==> src/rtl/cic_interp_pkg.sv <==
// Shared types and constants for the 3-stage CIC interpolator.
// Sample/accumulator typedefs and the rate-select clamp.
package cic_interp_pkg;

  localparam int W        = 28;
  localparam int N_STAGES = 3;
  localparam int K_MAX    = 4;
  localparam int ACC_W    = W + N_STAGES * K_MAX;

  typedef logic signed [W-1:0]     sample_t;
  typedef logic signed [ACC_W-1:0] acc_t;

  function automatic logic [2:0] clamp_k(
    input logic [2:0] sel
  );
    return (sel > 3'd4) ? 3'd4 : sel;
  endfunction

endpackage

==> src/rtl/cic_round_sat.sv <==
// Rounding arithmetic right shift by s, then saturation to W bits.
// Ports: din (acc), s (shift 0..8), dout (sample), sat (clipped).
module cic_round_sat
  import cic_interp_pkg::*;
(
  input  acc_t       din,
  input  logic [3:0] s,
  output sample_t    dout,
  output logic       sat
);

  // One guard bit so the rounding add never wraps.
  localparam int EW = ACC_W + 1;
  typedef logic signed [EW-1:0] ext_t;

  localparam ext_t MAXV = ext_t'((2 ** (W - 1)) - 1);
  localparam ext_t MINV = ext_t'(-(2 ** (W - 1)));

  ext_t rnd;
  ext_t sum;
  ext_t y;

  always_comb begin
    rnd = '0;
    if (s != 4'd0)
      rnd = ext_t'(1) <<< (s - 4'd1);
    sum  = ext_t'(din) + rnd;
    y    = sum >>> s;
    sat  = 1'b0;
    dout = sample_t'(y);
    if (y > MAXV) begin
      sat  = 1'b1;
      dout = sample_t'(MAXV);
    end else if (y < MINV) begin
      sat  = 1'b1;
      dout = sample_t'(MINV);
    end
  end

endmodule

==> src/rtl/cic_interpolator.sv <==
// 3-stage CIC interpolator, R = 2^k outputs per input, unity gain.
// Ports: clk, reset, clk_enable, sync_reset, interp_sel, in_* / out_*
// valid/ready streams, ovf_flag (sticky, needs CIC_OVF_FLAG_EN).
module cic_interpolator
  import cic_interp_pkg::*;
(
  input  logic       clk,
  input  logic       reset,
  input  logic       clk_enable,
  input  logic       sync_reset,
  input  logic [2:0] interp_sel,
  input  sample_t    in_sample,
  input  logic       in_valid,
  output logic       in_ready,
  output sample_t    out_sample,
  output logic       out_valid,
  input  logic       out_ready,
  output logic       ovf_flag
);

  localparam logic [0:0] IDLE = 1'b0;
  localparam logic [0:0] EMIT = 1'b1;

`ifdef CIC_OVF_FLAG_EN
  localparam logic OVF_EN = 1'b1;
`else
  localparam logic OVF_EN = 1'b0;
`endif

  logic [0:0]       state;
  logic [K_MAX-1:0] phase;
  logic [K_MAX-1:0] last_phase;
  logic [2:0]       k_reg;
  logic [3:0]       s;

  acc_t x_d1, c1_d, c2_d, u_reg;
  acc_t i1, i2, i3;
  acc_t c1, c2, c3;
  acc_t v, i1_n, i2_n, i3_n;

  logic    clr;
  logic    step;
  logic    emit_step;
  logic    last;
  logic    accept;
  sample_t y_sat;
  logic    y_ovf;

  assign clr        = reset || (clk_enable && sync_reset);
  assign step       = clk_enable && (!out_valid || out_ready);
  assign emit_step  = (state == EMIT) && step;
  assign last_phase = ~({K_MAX{1'b1}} << k_reg);
  assign last       = (phase == last_phase);
  assign s          = {k_reg, 1'b0};

  // A clearing cycle drops any handshake, so do not advertise ready.
  assign in_ready = clk_enable && !reset && !sync_reset &&
                    ((state == IDLE) || (last && emit_step));
  assign accept   = in_valid && in_ready;

  assign c1 = acc_t'(in_sample) - x_d1;
  assign c2 = c1 - c1_d;
  assign c3 = c2 - c2_d;

  // Zero-stuffing: only phase 0 feeds the comb output forward.
  assign v    = (phase == '0) ? u_reg : '0;
  assign i1_n = i1 + v;
  assign i2_n = i2 + i1_n;
  assign i3_n = i3 + i2_n;

  cic_round_sat u_round_sat (
    .din  (i3_n),
    .s    (s),
    .dout (y_sat),
    .sat  (y_ovf)
  );

  always_ff @(posedge clk) begin
    if (clr) begin
      state      <= IDLE;
      phase      <= '0;
      k_reg      <= clamp_k(interp_sel);
      x_d1       <= '0;
      c1_d       <= '0;
      c2_d       <= '0;
      u_reg      <= '0;
      i1         <= '0;
      i2         <= '0;
      i3         <= '0;
      out_sample <= '0;
      out_valid  <= 1'b0;
      ovf_flag   <= 1'b0;
    end else if (clk_enable) begin
      if (accept) begin
        x_d1  <= acc_t'(in_sample);
        c1_d  <= c1;
        c2_d  <= c2;
        u_reg <= c3;
      end
      if (emit_step) begin
        i1         <= i1_n;
        i2         <= i2_n;
        i3         <= i3_n;
        out_sample <= y_sat;
        out_valid  <= 1'b1;
        ovf_flag   <= ovf_flag | (OVF_EN & y_ovf);
        if (last) begin
          phase <= '0;
          state <= accept ? EMIT : IDLE;
        end else begin
          phase <= phase + 1'b1;
        end
      end else begin
        if (accept) begin
          state <= EMIT;
          phase <= '0;
        end
        if (step)
          out_valid <= 1'b0;
      end
    end
  end

endmodule
==> config.mk <==
export PLATFORM = sky130hd
export DESIGN_NAME = cic_interpolator
export DESIGN_NICKNAME = d
export VERILOG_FILES = /design/src/rtl/cic_interp_pkg.sv /design/src/rtl/cic_round_sat.sv /design/src/rtl/cic_interpolator.sv
export SDC_FILE = /design/constraint.sdc
export NUM_CORES = 1
export LEC_CHECK = 0
export ABC_CLOCK_PERIOD_IN_PS = 12100
export CAP_MARGIN = 5
export CORE_MARGIN = 2
export CORE_UTILIZATION = 45
export DETAILED_ROUTE_END_ITERATION = 7
export PLACE_DENSITY = 0.73
export SLEW_MARGIN = 20
export SYNTH_ARGS = -nofsm -noshare
export SYNTH_HDL_FRONTEND = slang
export SYNTH_HIERARCHICAL = 1
export SYNTH_SLANG_ARGS = --single-unit
export TNS_END_PERCENT = 100
==> constraint.sdc <==
create_clock -name clk -period 12.1 [get_ports clk]
set_clock_uncertainty 0.1 [all_clocks]
set_input_delay 3.025 -clock clk [delete_from_list [all_inputs] [get_ports clk]]
set_output_delay 3.025 -clock clk [all_outputs]
set_load 0.02 [all_outputs]
==> impl_metrics.env <==
export IMPL_run_status="finished, final reports clean"
export IMPL_nNetsFinal=3659
export IMPL_finalSetupTns_ns=0
export IMPL_hold_path_class="reg -> reg"
export IMPL_grt_max_degree=98
export IMPL_worstRegToRegCells=47
export IMPL_worst_ep_arrival_time_ns=11.63
export IMPL_fin_crit_sh=0.930
export IMPL_cts_clk_slew_worst_paths_ns=0.06
export IMPL_r2r_start="phase[0]$_SDFFE_PP0P_"
export IMPL_antenna_left=0
export IMPL_pwr_share_clk=0.356
export IMPL_syn_cell_area_um2=25300
export IMPL_die_area_um2=58100
export IMPL_fin_cells=4159
export IMPL_grt_pass1_vias=22300
export IMPL_internal_power_uw=1930
export IMPL_fillers=5446
export IMPL_placed_cell_area_um2=26500
export IMPL_antenna_cells=0
export IMPL_area_growth_pct=9.75
export IMPL_maxSlewHeadroom=0.281
export IMPL_wl_per_cell_um=15.6
export IMPL_ios=68
export IMPL_crit_path_start_kind="flip-flop"
export IMPL_cts_root_buffer="clkbuf_16"
export IMPL_period_needed_ns=11.25
export IMPL_start_util=0.457
export IMPL_report_final_slew_viol_count=0
export IMPL_critPathMaxStageDelay_ns=0.55
export IMPL_critPathSlowestCell="or4_4"
export IMPL_switching_share=0.331
export IMPL_rrSetupSlack_ns=0.85
export IMPL_setup_violations_final=0
export IMPL_cts_tree="built"
export IMPL_fp_row_count=86
export IMPL_insertion_delay_ns=0.56
export IMPL_critPathKind="reg -> reg"
export IMPL_wl_met3_um=2970
export IMPL_hold_slack_ns=0.346
export IMPL_final_area_um2=27700
export IMPL_hold_start="u_reg[23]$_SDFFE_PP0P_"
export IMPL_vias=23800
export IMPL_grt_overflow_total=0
export IMPL_die_x_um=241
export IMPL_dp_hpwl_um=47900
export IMPL_vias_per_cell=5.72
export IMPL_dp_cells=4093
export IMPL_port_buffers=66
export IMPL_hold_viol_final=0
export IMPL_die_h_um=241
export IMPL_syn_inst=3409
export IMPL_worstPathMaxFanout=40
export IMPL_drive_gt1_frac=0.0651
export IMPL_seqPwrFrac=0.332
export IMPL_tightest_slew_ns=1.08
export IMPL_power_per_cell_area_nw_per_um2=104
export IMPL_peakVddDrop_mv=0.0974
export IMPL_highest_layer="met4"
export IMPL_grt_pass1_wl_um=107000
export IMPL_first_pass_iters=5
export IMPL_grt_usage=0.219
export IMPL_startpoint="phase[0]$_SDFFE_PP0P_"
export IMPL_htree_num_levels=2
export IMPL_endpoint_kind="flip-flop"
export IMPL_cts_sinks=284
export IMPL_core_area_um2=55300
export IMPL_p_switching_uw=955
export IMPL_fmax_ghz=0.0889
export IMPL_combPwrFrac=0.313
export IMPL_syn_area_per_cell_um2=7.41
export IMPL_maxCapViolations=0
export IMPL_leakagePower_uw=0.0108
export IMPL_drc=0
export IMPL_cts_buffer_depth=3
export IMPL_route_met2_wl_um=30900
export IMPL_numCtsBuffers=35
export IMPL_drt_met1_wl_um=28500
export IMPL_worstPathRequired_ns=12.49
export IMPL_power_uw=2890
export IMPL_drtIter0Drc=1461
export IMPL_hold_buffers=0
export IMPL_hold_depth=2
export IMPL_gp_congestion=1.00
export IMPL_yosys_warnings=6
export IMPL_antenna_found_initial=0
export IMPL_wirelength_um=64900
==> path summary, 6_finish.rpt <==
check	end
worst max-delay path	out_sample[1]$_SDFFE_PP0P_
worst min-delay path	u_reg[23]$_SDFFE_PP0P_
worst max register to register	out_sample[1]$_SDFFE_PP0P_
worst min register to register	u_reg[23]$_SDFFE_PP0P_
==> final cells by class <==
type	count	area, µm²	area share
multi-input combinational	2796	18400	0.663
sequential	284	5720	0.206
clock buffer	47	961	0.0346
timing repair buffer	103	951	0.0343
tap	748	936	0.0337
inverter	167	634	0.0229
clock inverter	14	143	0.00514
==> cells in the final DEF, fill, tap and decap left out, types with 11 or more instances in the layout <==
| cell | instances |
|---|---|
| nand2_1 | 599 |
| a21oi_1 | 429 |
| dfxtp_1 | 281 |
| ha_1 | 228 |
| nor2_1 | 192 |
| inv_1 | 164 |
| xnor2_1 | 146 |
| o21ai_0 | 125 |
| a21o_1 | 103 |
| clkdlybuf4s50_1 | 66 |
| xor2_1 | 65 |
| nand3_1 | 60 |
| and2_1 | 59 |
| mux2i_1 | 58 |
| a211oi_1 | 57 |
| nor3_1 | 48 |
| o21a_1 | 42 |
| nand4_1 | 40 |
| a31oi_1 | 36 |
| buf_4 | 36 |
| clkbuf_16 | 35 |
| nand2b_1 | 32 |
| nor2b_1 | 31 |
| o21bai_1 | 31 |
| and3_1 | 24 |
| o211ai_1 | 24 |
| o21ai_2 | 19 |
| o21ai_1 | 18 |
| mux2_2 | 18 |
| or4_1 | 17 |
| or3_1 | 16 |
| a21boi_0 | 12 |
| or2_2 | 12 |
| o2111ai_1 | 11 |
| nor4_1 | 11 |
==> timing repair <==
action	CTS	global route
gates resized for setup	0	23
setup buffers	0	4
setup endpoints to repair	0	27
==> routing by layer <==
layer | global-route usage | vias to the layer above
met1 | 0.272 | 11000
li1 | - | 12100
met4 | 0.0945 | 0
met2 | 0.379 | 594
met5 | 0 | -
met3 | 0.0281 | 148
==> metrics by stage <==
step	util	setup slack [ns]
4_1_cts	0.499	0.446
5_1_grt	0.501	-0.0143
3_3_place_gp	0.479	0.680
6_report	0.501	0.853
3_5_place_dp	0.479	0.450
2_1_floorplan	-	1.81
==> worst max-delay path, delay by kind of cell, from the launching register on <==
kind | cells | cell delay [ns]
compound gates | 25 | 5.58
xor+xnor | 3 | 0.78
fa+ha+maj | 5 | 1.39
buf+inv | 4 | 0.56
flops | 1 | 0.34
simple gates | 10 | 2.43
==> power by group through the flow <==
stage	combinational [µW]	clock (µW)	sequential, µW
after global routing	1000	1090	960
final	904	1030	959
after floorplan	714	0	980
after detailed placement	886	0	979
after global placement	880	0	979
after CTS	890	1060	959
Note: power is estimated with default switching activity, not from simulation.
